**src/rtl/phase_sweep_gen.sv**
```systemverilog
// -----------------------------------------------------------------------------
// phase_sweep_gen
//
// Phase-accumulator angle source for a CORDIC rotator. After a configuration
// handshake it runs a phase accumulator whose tuning word either sweeps
// linearly from a base to a limit (optionally looping) or holds a fixed tone.
// The top DW bits of the accumulator are the rotator angle.
//
// Parameters
//   DW  output angle width (rotator angle input width)
//   AW  accumulator / tuning-word width, AW >= DW+4
//
// Ports
//   clk         in   sole clock, rising edge
//   rst         in   asynchronous active-low reset
//   cfg_valid   in   configuration offer
//   cfg_ready   out  high only while idle
//   ftw_base    in   start tuning word (captured on handshake)
//   ftw_step    in   per-cycle tuning-word increment, 0 = fixed tone
//   ftw_limit   in   sweep end tuning word
//   loop        in   1 = restart at ftw_base after the limit is reached
//   stop        in   synchronous abort back to idle
//   ang         out  two's-complement angle, full scale = one turn
//   ang_valid   out  ang qualifier (rotator enable)
//   sweep_done  out  one-cycle pulse when the tuning word reaches the limit
//
// Build option
//   PHASE_SWEEP_DITHER_EN  when defined, a 16-bit Galois LFSR adds dither to
//                          the bits discarded by truncation; the accumulator
//                          itself is never dithered.
// -----------------------------------------------------------------------------
module phase_sweep_gen #(
    parameter int DW = 10,
    parameter int AW = 24
) (
    input  logic          clk,
    input  logic          rst,
    input  logic          cfg_valid,
    output logic          cfg_ready,
    input  logic [AW-1:0] ftw_base,
    input  logic [AW-1:0] ftw_step,
    input  logic [AW-1:0] ftw_limit,
    input  logic          loop,
    input  logic          stop,
    output logic [DW-1:0] ang,
    output logic          ang_valid,
    output logic          sweep_done
);

    localparam logic [1:0] ST_IDLE  = 2'b00;
    localparam logic [1:0] ST_SWEEP = 2'b01;
    localparam logic [1:0] ST_TONE  = 2'b10;

    logic [1:0]    state_q, state_d;
    logic [AW-1:0] acc_q, acc_d;
    logic [AW-1:0] ftw_q, ftw_d;
    logic [AW-1:0] base_q, base_d;
    logic [AW-1:0] step_q, step_d;
    logic [AW-1:0] limit_q, limit_d;
    logic          loop_q, loop_d;
    logic [DW-1:0] ang_q, ang_d;
    logic          ang_valid_q;
    logic          done_q, done_d;
    logic          active_d_s;
    logic [AW:0]   sum_s;
    logic [AW-1:0] ang_src_s;

    // Next-state logic for the FSM, accumulator, tuning word and captured config
    always_comb begin
        state_d = state_q;
        acc_d   = acc_q;
        ftw_d   = ftw_q;
        base_d  = base_q;
        step_d  = step_q;
        limit_d = limit_q;
        loop_d  = loop_q;
        done_d  = 1'b0;
        // One extra bit so ftw + step can never wrap before the limit compare
        sum_s   = {1'b0, ftw_q} + {1'b0, step_q};
        case (state_q)
            ST_IDLE: begin
                // stop is deliberately ignored here: a handshake always wins
                if (cfg_valid) begin
                    base_d  = ftw_base;
                    step_d  = ftw_step;
                    limit_d = ftw_limit;
                    loop_d  = loop;
                    acc_d   = {AW{1'b0}};
                    ftw_d   = ftw_base;
                    if ((ftw_step != {AW{1'b0}}) && (ftw_base < ftw_limit)) begin
                        state_d = ST_SWEEP;
                    end else begin
                        state_d = ST_TONE;
                    end
                end else begin
                    state_d = ST_IDLE;
                end
            end
            ST_SWEEP: begin
                if (stop) begin
                    state_d = ST_IDLE;
                end else begin
                    acc_d = acc_q + ftw_q;
                    if (sum_s >= {1'b0, limit_q}) begin
                        done_d = 1'b1;
                        if (loop_q) begin
                            ftw_d = base_q;
                        end else begin
                            ftw_d   = limit_q;
                            state_d = ST_TONE;
                        end
                    end else begin
                        ftw_d = sum_s[AW-1:0];
                    end
                end
            end
            ST_TONE: begin
                if (stop) begin
                    state_d = ST_IDLE;
                end else begin
                    acc_d = acc_q + ftw_q;
                end
            end
            default: begin
                state_d = ST_IDLE;
            end
        endcase
    end

    assign active_d_s = (state_d != ST_IDLE);

`ifdef PHASE_SWEEP_DITHER_EN
    localparam logic [AW-1:0] DITH_MASK =
        ({{(AW-1){1'b0}}, 1'b1} << (AW-DW)) - {{(AW-1){1'b0}}, 1'b1};

    logic [15:0]   lfsr_q, lfsr_d;
    logic [AW-1:0] dith_s;

    // Galois step for x^16+x^14+x^13+x^11+1 (right-shifting form)
    function automatic logic [15:0] lfsr_next(input logic [15:0] s);
        logic [15:0] sh;
        sh = {1'b0, s[15:1]};
        if (s[0]) begin
            lfsr_next = sh ^ 16'hB400;
        end else begin
            lfsr_next = sh;
        end
    endfunction

    // Dither only touches the bits below the angle LSB
    always_comb begin
        if (active_d_s) begin
            lfsr_d = lfsr_next(lfsr_q);
        end else begin
            lfsr_d = lfsr_q;
        end
        dith_s    = AW'(lfsr_q) & DITH_MASK;
        ang_src_s = acc_d + dith_s;
    end

    // LFSR state register
    always_ff @(posedge clk or negedge rst) begin
        if (!rst) begin
            lfsr_q <= 16'hACE1;
        end else begin
            lfsr_q <= lfsr_d;
        end
    end
`else
    assign ang_src_s = acc_d;
`endif

    // Angle holds its last value whenever the generator drops back to idle
    always_comb begin
        if (active_d_s) begin
            ang_d = ang_src_s[AW-1 -: DW];
        end else begin
            ang_d = ang_q;
        end
    end

    // State and output registers
    always_ff @(posedge clk or negedge rst) begin
        if (!rst) begin
            state_q     <= ST_IDLE;
            acc_q       <= {AW{1'b0}};
            ftw_q       <= {AW{1'b0}};
            base_q      <= {AW{1'b0}};
            step_q      <= {AW{1'b0}};
            limit_q     <= {AW{1'b0}};
            loop_q      <= 1'b0;
            ang_q       <= {DW{1'b0}};
            ang_valid_q <= 1'b0;
            done_q      <= 1'b0;
        end else begin
            state_q     <= state_d;
            acc_q       <= acc_d;
            ftw_q       <= ftw_d;
            base_q      <= base_d;
            step_q      <= step_d;
            limit_q     <= limit_d;
            loop_q      <= loop_d;
            ang_q       <= ang_d;
            ang_valid_q <= active_d_s;
            done_q      <= done_d;
        end
    end

    assign cfg_ready  = (state_q == ST_IDLE);
    assign ang        = ang_q;
    assign ang_valid  = ang_valid_q;
    assign sweep_done = done_q;

endmodule

```
**config.mk**
```make
export PLATFORM = sky130hd
export DESIGN_NAME = phase_sweep_gen
export DESIGN_NICKNAME = d
export VERILOG_FILES = /design/src/rtl/phase_sweep_gen.sv
export SDC_FILE = /design/constraint.sdc
export NUM_CORES = 1
export LEC_CHECK = 0
export ABC_AREA = 1
export BUFFER_PORTS_ARGS = -buffer_cell sky130_fd_sc_hd__buf_2
export CORE_ASPECT_RATIO = 0.5
export CORE_MARGIN = 4
export CORE_UTILIZATION = 55
export DETAILED_ROUTE_END_ITERATION = 16
export MAX_ROUTING_LAYER = met4
export PLACE_DENSITY_LB_ADDON = 0.2
export SYNTH_ARGS = -nofsm -noshare
export SYNTH_HDL_FRONTEND = slang
export SYNTH_SLANG_ARGS = --single-unit
export TNS_END_PERCENT = 50
```
**constraint.sdc**
```tcl
create_clock -name clk -period 3.8 [get_ports clk]
set_input_delay 0.38 -clock clk [delete_from_list [all_inputs] [get_ports clk]]
set_output_delay 0.38 -clock clk [all_outputs]
set_load 0.01 [all_outputs]
```
==> flow_metrics.tcl <==
set metrics [dict create \
    status "finished, violations left" \
    violations "setup timing" \
    worstSetupPathType "reg2reg" \
    grt_usage 0.3436 \
    nNetsFinal 1742 \
    synth_top_area_share 0.3426 \
    reg2reg_depth 29 \
    crit_path_start_kind "flop" \
    grt_max_degree 111 \
    fin_skew_ps 13.54 \
    antenna_found_initial 1 \
    period_minus_slack_ps 3875 \
    drt-vias-per-instance 5.780 \
    path_common_cell "nand2_2" \
    drc 0 \
    r2r_slack_ps -70 \
    cp_slowest_cell "dfrtp_1" \
    slew_viol_final 0 \
    rsz0062_at_grt "yes" \
    core_mm2 0.01748 \
    wire_per_inst_um 18.86 \
    fp.dieW_um 197.3 \
    portBuffers 89 \
    syn-instance-count 1380 \
    critPathCapture "ftw_q[10]" \
    wl_um 34180 \
    drt-initial-drc-count 1018 \
    gp_congestion 1.046 \
    finalInstanceArea_mm2 0.01263 \
    critPathRequiredTime_ps 4150 \
    avgSynthCellArea_um2 7.145 \
    max_freq_mhz 258.1 \
    hold_class "in2async" \
    row_count 34 \
    syn_area_mm2 0.009859 \
    worst_slew_pin_slew_ps 1034 \
    path_max_fanout 11 \
    clkSinkCount 135 \
    drtPass1Iterations 7 \
    root_buffer "clkbuf_16" \
    drive_gt1_frac 0.2283 \
    hpwl_um 25050 \
    path_clk_slew_ps 70 \
    rr_endpoint "ftw_q[10]" \
    cp_slowest_stage_delay_ps 360 \
    endpoint_kind "flop" \
    dieArea_mm2 0.02026 \
    synth_cell_types 43 \
    min_period_over_period 1.020 \
    r2r-start "step_q[0]" \
    ant_nets 0 \
    vias 10470 \
    grt_pass1_vias 9600 \
    synthTopCellsByArea "dfrtp_1, nand2_1, ha_1" \
    cts_buffer_depth 2 \
    cts_buffers 17 \
    insertion_delay_ps 430 \
    synthArstFlopShare 1.000 \
    start_util 0.5639 \
    setup_viol 3 \
    layout_setup_ws_ps -74.88 \
    ys_ff_latch 135 \
    cp.arrival_ps 4220 \
    ys_seq_area_frac 0.3426 \
    area_growth_pct 28.07 \
    synth_edf_count 0 \
    final_util 0.7222 \
    grt-ovfl-total 0 \
    yosys_warnings 0 \
    hold_viol 0 \
    cts_tree "built" \
    htreeDepth 4 \
    placedInstanceArea_mm2 0.01126 \
    drv_cap 0 \
    synth_ff_type "dfrtp_1" \
    crit_start "step_q[0]" \
    boundaryPins 90 \
    synth_nets 1557 \
    hold_slack_ps 43.42 \
    die_y_um 102.7 \
    grt_pass1_wl_um 51940 \
    slew_headroom 0.3109 \
    yosys.area.top_type "dfrtp_1" \
]
final cells by class:
type | count | area (um2)
Clock inverter | 14 | 150.1
Fill cell | 1403 | 4857
Clock buffer | 17 | 425.4
Inverter | 179 | 671.9
Timing Repair Buffer | 208 | 1424
Sequential cell | 135 | 3388
Tap cell | 234 | 292.8
Multi-Input combinational cell | 1024 | 6272
Antenna cell | 1 | 2.502
worst min path at each step:
| stage | start | end | slack, ps | depth (start not counted) |
|---|---|---|---|---|
| 4_1_cts | rst | base_q[5] | 100 | 1 |
| 3_3_place_gp | base_q[19] | base_q[19] | 460 | 2 |
| 6_report | rst | base_q[5] | 40 | 1 |
| 2_1_floorplan | rst | acc_q[0] | 80 | 0 |
| 3_5_place_dp | base_q[19] | base_q[19] | 460 | 2 |
| 5_1_grt | rst | base_q[4] | 120 | 1 |
cells by family after synthesis:
family	after synthesis	share of synthesized area
flip-flops	135	0.3426
AND/OR/NAND/NOR	592	0.2457
AO/OA/AOI/OAI	312	0.1794
adder cells (fa/ha/maj)	100	0.1284
buffers and inverters	221	0.08604
XOR/XNOR	20	0.01777
worst max-delay path, delay by kind of cell, from the launching register on:
kind / cells / cell delay (ps)
AOI/OAI and AO/OA: 5 / 770
xor gates and xnor gates: 1 / 220
adders and majority gates: 3 / 750
buffers and inverters: 6 / 620
DFF: 1 / 360
and+or+nand+nor: 14 / 1070
flip-flops by register name, indices dropped and copies added (netlist names):
signal and cells:
step_q 24, ftw_q 24, state_q 2, base_q 24, ang 10, loop_q 1
sweep_done 1, acc_q 24, limit_q 24, ang_valid 1
cell usage in the layout (no fill, tap or decap), types with 18 or more instances in the layout:
| cell type | synthesis | routed |
|---|---|---|
| a21oi_1 | 121 | 107 |
| buf_2 | 6 | 88 |
| buf_4 | 1 | 112 |
| clkbuf_16 | 0 | 18 |
| dfrtp_1 | 135 | 127 |
| ha_1 | 98 | 78 |
| ha_4 | 0 | 19 |
| inv_1 | 178 | 175 |
| nand2_1 | 388 | 367 |
| nand2_2 | 7 | 24 |
| nand3_1 | 48 | 45 |
| nand4_1 | 19 | 19 |
| nor2_1 | 103 | 92 |
| o211ai_1 | 44 | 44 |
| o21ai_0 | 107 | 96 |
through the flow:
| step | instances | setup WS (ps) | TNS [ps] |
|---|---|---|---|
| 2_1_floorplan | 1380 | 216.1 | 0 |
| 3_3_place_gp | 1767 | -257.5 | -324.3 |
| 3_5_place_dp | 1767 | -421.9 | -4267 |
| 4_1_cts | 1801 | -68.25 | -680.6 |
| 5_1_grt | 1811 | -265.7 | -4042 |
| 6_report | 1812 | -74.88 | -187.5 |
cells in the mapped netlist, types with 3 or more instances:
cell,count
a21boi_0,3
a21o_1,6
a21oi_1,121
a31oi_1,6
buf_1,4
buf_2,6
clkbuf_1,30
dfrtp_1,135
ha_1,98
inv_1,178
nand2_1,388
nand2_2,7
nand3_1,48
nand4_1,19
nor2_1,103
nor3_1,11
nor4_1,4
o211ai_1,44
o21a_1,5
o21ai_0,107
o21ai_1,3
o21bai_1,5
or2_2,4
xnor2_1,6
xor2_1,14
routing by layer:
metal	global-route usage	vias up	part of all wire
met2	0.4799	542	0.41
met3	0.1012	46	0.12
met5	-	-	0
met1	0.4999	4947	0.46
met4	0.05911	0	0.012
li1	-	4938	-
what timing repair did:
item                       in CTS  in global routing
setup buffers                   2                  9
resized for setup              43                 93
setup endpoints to repair      36                 38
pin swaps                      18                 45
cloned                          1                  1
hold buffers                    0                  0
Power is not shown: default switching activity piles up to over one toggle a cycle in this logic, so the estimate is an artifact.
